### config.mk
export PLATFORM = sky130hd
export DESIGN_NAME = sram_frame_reader_flat
export DESIGN_NICKNAME = d
export VERILOG_FILES = /design/src/rtl/frame_pkg.sv /design/src/rtl/sram_frame_reader_if.sv /design/src/rtl/sram_frame_reader.sv /design/src/flat_wrapper.sv
export SDC_FILE = /design/constraint.sdc
export NUM_CORES = 1
export LEC_CHECK = 0
export ABC_AREA = 1
export CAP_MARGIN = 10
export CORE_ASPECT_RATIO = 0.7
export CORE_UTILIZATION = 40
export DETAILED_ROUTE_END_ITERATION = 16
export PLACE_DENSITY = 0.76
export SLEW_MARGIN = 20
export SYNTH_ARGS = -nofsm -noshare
export SYNTH_HDL_FRONTEND = slang
export SYNTH_SLANG_ARGS = --single-unit
### constraint.sdc
create_clock -name i_clk -period 5.5 [get_ports i_clk]
set_input_delay 1.375 -clock i_clk [delete_from_list [all_inputs] [get_ports i_clk]]
set_output_delay 1.375 -clock i_clk [all_outputs]
set_load 0.02 [all_outputs]
### src/rtl/frame_pkg.sv
// Shared frame geometry and FSM encoding for the SRAM frame reader.
// An 80x60 pixel frame is held in SRAM and read back SRAM_PARALLEL pixels
// per beat, so a frame is BEATS beats long.
package frame_pkg;

  localparam int PIXEL_COLUMN  = 80;
  localparam int PIXEL_ROW     = 60;
  localparam int NUM_DATA      = PIXEL_COLUMN * PIXEL_ROW;
  localparam int SRAM_PARALLEL = 6;
  localparam int ADDR_W        = 13;
  localparam int DATA_W        = 16;
  localparam int BEATS         = NUM_DATA / SRAM_PARALLEL;
  localparam int BEAT_W        = 10;

  typedef enum logic [1:0] {
    S_IDLE  = 2'd0,
    S_SCAN  = 2'd1,
    S_DRAIN = 2'd2
  } state_t;

endpackage

### src/rtl/sram_frame_reader_if.sv
// Bus bundle between the frame reader, its SRAM read lanes and the
// downstream pixel consumer.
//   o_read_address : per-lane SRAM read address (reader -> SRAM)
//   i_read_data    : per-lane SRAM read data, same-cycle response (SRAM -> reader)
//   o_data         : registered pixel beat, one pixel per lane
//   o_valid        : o_data/o_beat/o_last valid
//   i_ready        : consumer accepts the beat when o_valid & i_ready
//   o_beat         : beat index of o_data
//   o_last         : o_data is the final beat of the frame
// master = reader side, slave = SRAM/consumer side.
interface sram_frame_reader_if
  import frame_pkg::*;
#(
  parameter int NUM_READ = SRAM_PARALLEL
);

  logic [NUM_READ-1:0][ADDR_W-1:0] o_read_address;
  logic [NUM_READ-1:0][DATA_W-1:0] i_read_data;
  logic [NUM_READ-1:0][DATA_W-1:0] o_data;
  logic                            o_valid;
  logic                            i_ready;
  logic [BEAT_W-1:0]               o_beat;
  logic                            o_last;

  modport master (
    output o_read_address,
    input  i_read_data,
    output o_data,
    output o_valid,
    input  i_ready,
    output o_beat,
    output o_last
  );

  modport slave (
    input  o_read_address,
    output i_read_data,
    input  o_data,
    input  o_valid,
    output i_ready,
    input  o_beat,
    input  o_last
  );

endinterface

### src/rtl/sram_frame_reader.sv
// Scans one frame out of a NUM_READ-lane SRAM on request and streams it as
// NUM_DATA/NUM_READ beats over a valid/ready handshake.
// Ports:
//   i_clk   : rising-edge clock
//   i_rst   : asynchronous active-high reset, aborts any frame in flight
//   i_start : single-cycle frame request, ignored while o_busy
//   o_busy  : high while scanning or draining the final beat
//   o_done  : one-cycle pulse after the final beat is accepted
//   bus     : SRAM lanes + pixel stream (see sram_frame_reader_if)
module sram_frame_reader
  import frame_pkg::*;
#(
  parameter int NUM_READ = SRAM_PARALLEL,
  parameter int NUM_DATA = frame_pkg::NUM_DATA
) (
  input  logic                i_clk,
  input  logic                i_rst,
  input  logic                i_start,
  output logic                o_busy,
  output logic                o_done,
  sram_frame_reader_if.master bus
);

  localparam int LAST_BEAT = NUM_DATA / NUM_READ - 1;

  if ((NUM_DATA % NUM_READ) != 0) begin : g_geometry_check
    $error("NUM_DATA must be a multiple of NUM_READ");
  end

  state_t                          state;
  logic [ADDR_W-1:0]               base;
  logic [BEAT_W-1:0]               cnt;
  logic [NUM_READ-1:0][DATA_W-1:0] data_p0;
  logic                            vld_p0;
  logic [BEAT_W-1:0]               beat_p0;
  logic                            last_p0;
  logic                            done_r;
  logic                            load;
  logic                            at_last;

  // The output register refills whenever it is empty or being drained this
  // cycle, so a handshake and the next load always coincide in SCAN.
  assign load    = (state == S_SCAN) && (!vld_p0 || bus.i_ready);
  assign at_last = (cnt == BEAT_W'(LAST_BEAT));

  // Outside SCAN the lanes park on 0..NUM_READ-1 so no stray high address
  // is ever presented to the SRAM.
  always_comb begin
    for (int k = 0; k < NUM_READ; k++) begin
      if (state == S_SCAN) begin
        bus.o_read_address[k] = base + ADDR_W'(k);
      end else begin
        bus.o_read_address[k] = ADDR_W'(k);
      end
    end
  end

  // ---- stage p0: SRAM read data captured into the output beat register ----
  always_ff @(posedge i_clk or posedge i_rst) begin
    if (i_rst) begin
      state   <= S_IDLE;
      base    <= '0;
      cnt     <= '0;
      data_p0 <= '0;
      vld_p0  <= 1'b0;
      beat_p0 <= '0;
      last_p0 <= 1'b0;
      done_r  <= 1'b0;
    end else begin
      done_r <= 1'b0;
      case (state)
        S_IDLE: begin
          if (i_start) begin
            state <= S_SCAN;
            base  <= '0;
            cnt   <= '0;
          end
        end
        S_SCAN: begin
          if (load) begin
            data_p0 <= bus.i_read_data;
            vld_p0  <= 1'b1;
            beat_p0 <= cnt;
            last_p0 <= at_last;
            // The final beat leaves base/cnt untouched; DRAIN only waits
            // for that beat to be accepted.
            if (at_last) begin
              state <= S_DRAIN;
            end else begin
              cnt  <= cnt + 1'b1;
              base <= base + ADDR_W'(NUM_READ);
            end
          end
        end
        S_DRAIN: begin
          if (vld_p0 && bus.i_ready) begin
            vld_p0  <= 1'b0;
            last_p0 <= 1'b0;
            done_r  <= 1'b1;
            state   <= S_IDLE;
            base    <= '0;
            cnt     <= '0;
          end
        end
        default: state <= S_IDLE;
      endcase
    end
  end

  assign bus.o_data  = data_p0;
  assign bus.o_valid = vld_p0;
  assign bus.o_beat  = beat_p0;
  assign bus.o_last  = last_p0;
  assign o_busy      = (state != S_IDLE);
  assign o_done      = done_r;

endmodule

### src/flat_wrapper.sv
// flat-port wrapper written by rule: the top's interface ports become plain ports
module sram_frame_reader_flat import frame_pkg::*;
#(
  parameter int NUM_READ = SRAM_PARALLEL,
  parameter int NUM_DATA = frame_pkg::NUM_DATA
)
  (i_clk, i_rst, i_start, o_busy, o_done, bus_o_read_address, bus_i_read_data, bus_o_data, bus_o_valid, bus_i_ready, bus_o_beat, bus_o_last);
  sram_frame_reader_if #(.NUM_READ(NUM_READ)) bus_i ();
  input  logic i_clk;
  input  logic i_rst;
  input  logic i_start;
  output logic o_busy;
  output logic o_done;
  output wire logic [$bits(bus_i.o_read_address)-1:0] bus_o_read_address;
  input wire logic [$bits(bus_i.i_read_data)-1:0] bus_i_read_data;
  output wire logic [$bits(bus_i.o_data)-1:0] bus_o_data;
  output wire logic [$bits(bus_i.o_valid)-1:0] bus_o_valid;
  input wire logic [$bits(bus_i.i_ready)-1:0] bus_i_ready;
  output wire logic [$bits(bus_i.o_beat)-1:0] bus_o_beat;
  output wire logic [$bits(bus_i.o_last)-1:0] bus_o_last;
  assign bus_o_read_address = bus_i.o_read_address;
  assign bus_i.i_read_data = bus_i_read_data;
  assign bus_o_data = bus_i.o_data;
  assign bus_o_valid = bus_i.o_valid;
  assign bus_i.i_ready = bus_i_ready;
  assign bus_o_beat = bus_i.o_beat;
  assign bus_o_last = bus_i.o_last;
  sram_frame_reader #(.NUM_READ(NUM_READ), .NUM_DATA(NUM_DATA)) u_core (.i_clk(i_clk), .i_rst(i_rst), .i_start(i_start), .o_busy(o_busy), .o_done(o_done), .bus(bus_i));
endmodule
Yosys cells after proc, flatten, opt, wreduce, memory -nomap -nowiden. Index checks and enable logic that the tools add are counted.

Bits in registers: 134. Output and inout bits: 188. Word-level logic and storage cells: 68.

$add $sub $neg: 7. Eq/ne operators: 8. Multiplexer cells: 28. Reduce and logical (&&, ||, !) cells: 12.

Operator list (count): 2-to-1 mux 13 bit (10); 2-to-1 mux 10 bit (4); adder 13 x 3 -> 13 bit, second input constant (3); case mux 13 bit (3 select lines) (1); case mux 10 bit (3 select lines) (1); adder 13 x 2 -> 13 bit, second input constant (2); adder 13 x 1 -> 13 bit, second input constant (1); adder 10 x 1 -> 10 bit, second input constant (1); == test 10 bit, second input constant (1); 2-to-1 mux 2 bit (4); inequality test 2 x 1 -> 1 bit, second input constant (3); case mux 2 bit (3 select lines) (1); 2-to-1 mux 1 bit (5); AND reduction 5 bit (1); inequality test 2 bit, second input constant (2); case mux 1 bit (2 select lines) (2); AND reduction 4 bit (1); nonzero test 2 bit (2); AND reduction 3 bit (1); nonzero test 3 bit (1); == test 2 x 1 -> 1 bit, second input constant (1); == test 2 bit, second input constant (1); logical AND 1 bit (2); logical NOT 2 bit (1); 3 further kinds (3).

Longest topological paths before layout.
Depth in word-level cells: 5. Mapped depth: 11.

Worst setup path before layout. Ideal clock, no wire load.

Kind: flip-flop to output port. Start: register u_core.state[1]. End: output bus_o_read_address[46]. Data arrival time: 1948 ps. Slack: 2177 ps. Cell stages (with the launch flop): 8. Cell sequence: dfrtp_1 -> inv_1 -> ha_1 -> inv_2 -> buf_2 -> clkbuf_1 -> nor3_1 -> buf_4.

Word-level cells in the longest chain between the ends: 2.

RTL lines: from (decl) (line sram_frame_reader.sv:30) `state_t state;`; from (signal assigned) (line sram_frame_reader.sv:61) `state <= S_IDLE;`; from (signal assigned) (line sram_frame_reader.sv:74) `state <= S_SCAN;`; from (signal assigned) (line sram_frame_reader.sv:88) `state <= S_DRAIN;`; == test 2 x 1 -> 1 bit (line sram_frame_reader.sv:50) `if (state == S_SCAN) begin`; 2-to-1 mux 13 bit (line sram_frame_reader.sv:50); to (decl) (line flat_wrapper.sv:14) `output wire logic [$bits(bus_i.o_read_address)-1:0] bus_o_read_address;`.

No other way between the ends.

Final worst setup path.
Start: register u_core.base[3]. End: output bus_o_read_address[49].

Word-level cells in the longest chain between the ends: 2.

RTL lines: from (decl) (line sram_frame_reader.sv:31) `logic [ADDR_W-1:0] base;`; from (signal assigned) (line sram_frame_reader.sv:91) `base <= base + ADDR_W'(NUM_READ);`; adder 13 x 2 -> 13 bit (line sram_frame_reader.sv:51) `bus.o_read_address[k] = base + ADDR_W'(k);`; 2-to-1 mux 13 bit (line sram_frame_reader.sv:50).

No other way between the ends.

==> summary.txt <==
Run status: complete, no violations
Pwr per Cell Area: 520.1 mW/mm2
Post-route setup slack: 1507 ps
DR vias/cell: 4.714
DR vias: 5421
CTS resizes: 0
CTS root buffer: clkbuf_16
Clock Skews: 8.674 ps
Io pins: 288
Crit Reg-Reg Endpoint: u_core.cnt[3]$_DFFE_PP0P_
Fin. Hold Viols: 0
Storage cell area: 0.003328 mm2
Cell taking the most area after synthesis: dfrtp_1
Drc violations: 0
RSZ-0062 raised after global routing: no
Routed Antenna Nets: 0
Crit Path Class: flip-flop to output pin
Worst EP required: 4120 ps
Nature of the critical path endpoint: output pin
Clock transition at path regs: 60 ps
Initial core utilization: 41.70%
Routed Wire Length: 17420 um
Reg2reg start: u_core.state[1]$_DFFE_PP0P_
Pre-CTS WS: 1949 ps
Area grow syn2layout: 51.73%
#FFs+latches synth: 133
Slew @ Worst Pin: 872.1 ps
Multi-input logic area: 0.002669 mm2
Crit start category: flip-flop
Post-synthesis cell type count: 36
Final Setup Violations: 0
H-tree depth: 4
Final Max Tran Viols: 0
Post-synthesis cell area: 0.006563 mm2
Top cell type's share of synthesized area: 50.71%
Hold wc startpoint: u_core.bus.o_beat[8]$_DFFE_PP0P_
Max Cap Violations: 0
Routed len/inst: 15.15 um
WHS: 484.6 ps
Filler cells: 1287
Worst-Skew Late Latency: 410 ps
Largest cells by area after synthesis: dfrtp_1 51%, mux2_1 9.6%, nand2_1 8.0%, mux2_2 7.4%, inv_1 3.4%
Crit path DAT: 2620 ps
Largest net degree at the start of global routing: 76
Initial antenna violation count: 0
Num CTS Buffers: 17
N_diodes: 0
First-pass GRT wire length: 27190 um
CP Max Fanout: 9
Avg Synthesized Cell Area: 10.03 um2
DIE AREA: 0.01693 mm2
Total track usage: 20.77%
Final period util: 72.60%
Crit path time final: 3993 ps
Cell count after synthesis: 654
Worst Hold Class: flip-flop to flip-flop
1st-iter DRT viols: 269
Slew HR: 41.80%
Peak supply drop: 0.3031 mV
Top FF cell, synth: dfrtp_1
Clock tree from TritonCTS: yes
WHS Endpoint: u_core.bus.o_beat[8]$_DFFE_PP0P_
Die height: 109.2 um
Post-CTS Repair Setup Buffers: 0
Router iterations before antenna repair: 5
Core Area: 0.01574 mm2
Max Freq: 0.2504 GHz
HPWL Detailed: 13080 um
Reg2reg setup slack: 3040 ps
Placement Rows: 38
Seq/Total Area, Yosys: 50.71%
Vias in the first global route: 5156
Number of synthesized flops with an enable pin: 0
Share of layout cells above drive strength 1: 11.83%
Synth warn: 0
Hold path depth: 2
Post-layout net count: 1026
Pleak: 0.004447 uW
Chip width: 155.1 um
Hold buffer count at CTS: 0
Gpl congestion: 0.9205
Synth async-reset ratio: 100.0%
Setup total negative slack: 0 ps
R2R depth: 8
CTS Buffer Depth: 2
Congestion Overflow GR: 0
Clk sinks: 133
Port Buffers: 281
==> worst max path at each step <==
stage	startpoint	end	slack, ps	cells past startpoint
after floorplan	i_rst	u_core.base[10]$_DFFE_PP0P_	570	1
after global placement	u_core.state[1]$_DFFE_PP0P_	bus_o_read_address[58]	2000	8
after detailed placement	u_core.state[1]$_DFFE_PP0P_	bus_o_read_address[58]	1950	8
after CTS	u_core.state[1]$_DFFE_PP0P_	bus_o_read_address[58]	1510	8
after global routing	u_core.base[3]$_DFFE_PP0P_	bus_o_read_address[49]	1310	7
final	u_core.base[3]$_DFFE_PP0P_	bus_o_read_address[49]	1510	7
==> state kept, by name (all words and copies together), names as in the netlist <==
name                count
u_core.bus.o_data      96
u_core.bus.o_valid      1
u_core.bus.o_beat      10
u_core.o_done           1
u_core.state            2
u_core.base            12
u_core.bus.o_last       1
u_core.cnt             10
==> layout by cell type, fill, tap and decap left out, types with 6 or more instances in the layout <==
| cell type | instances |
|---|---|
| inv_6 | 7 |
| conb_1 | 6 |
| dfrtp_1 | 133 |
| nor2_1 | 43 |
| inv_1 | 59 |
| ha_1 | 9 |
| mux2_1 | 56 |
| o21ai_0 | 11 |
| mux2_2 | 43 |
| nand3_1 | 15 |
| clkbuf_16 | 17 |
| clkdlybuf4s50_1 | 281 |
| a21oi_1 | 28 |
| nand2_2 | 12 |
| nand4_1 | 7 |
| nor3_1 | 12 |
| nand2_1 | 140 |
==> synthesized netlist by cell type, types with 8 or more instances <==
cell       n
buf_4     24
nor3_1    12
buf_2      8
nor2_1    43
nand2_2   13
o21ai_0   11
nand3_1   15
mux2_1    56
nand2_1  140
buf_6      9
inv_1     60
ha_1       9
dfrtp_1  133
a21oi_1   28
mux2_2    43
==> layout make-up <==
cell class	instances	share of cell area, %
multi-input combinational	418	26.80
clock inverter	15	1.671
clock buffer	17	4.272
tap	220	2.765
sequential	133	33.43
timing repair buffer	285	28.68
inverter	62	2.388
==> worst max-delay path, cell delays in order, from the launching register on <==
cell             delay, ps
dfrtp_1                520
ha_1                   340
nand2_1                170
nor2_2                 170
nand2_1                140
o21ai_2                220
a21oi_1                100
clkdlybuf4s50_1        550
==> where the power goes <==
group          internal, uW  switching, uW  total, uW
clock network           679            462       1140
logic                  1170           1280       2440
registers              1380            213       1590
==> metrics by stage <==
step | utilization (%) | std cells | instance area (um2) | total power (uW)
after detailed placement | 59.51 | 1118 | 9365 | 4083
final | 63.27 | 1150 | 9957 | 5179
after global routing | 63.27 | 1150 | 9957 | 5470
after global placement | 59.51 | 1118 | 9365 | 4038
after CTS | 63.27 | 1150 | 9957 | 5246
after floorplan | - | 658 | 6578 | 3069
==> cell families (layout without fill, tap and decap cells) <==
logic type	Yosys count	in the layout	share of synthesized area [%]
DFF	133	133	50.71
buffers and inverters	107	379	8.923
other	2	6	0.1144
adders and majority gates	9	9	1.716
muxes	99	99	16.99
and+or+nand+nor	245	245	16.38
AOI/OAI and AO/OA	55	55	4.633
xor gates and xnor gates	4	4	0.5338
==> routing by layer <==
metal	track usage [%]	up-vias	part of all wire, %
met4	6.577	0	1.2
met5	0	-	0
met1	26.90	2614	44
met2	33.85	171	47
li1	-	2623	-
met3	5.763	13	7.3
Note: power is estimated with default switching activity, not from simulation.
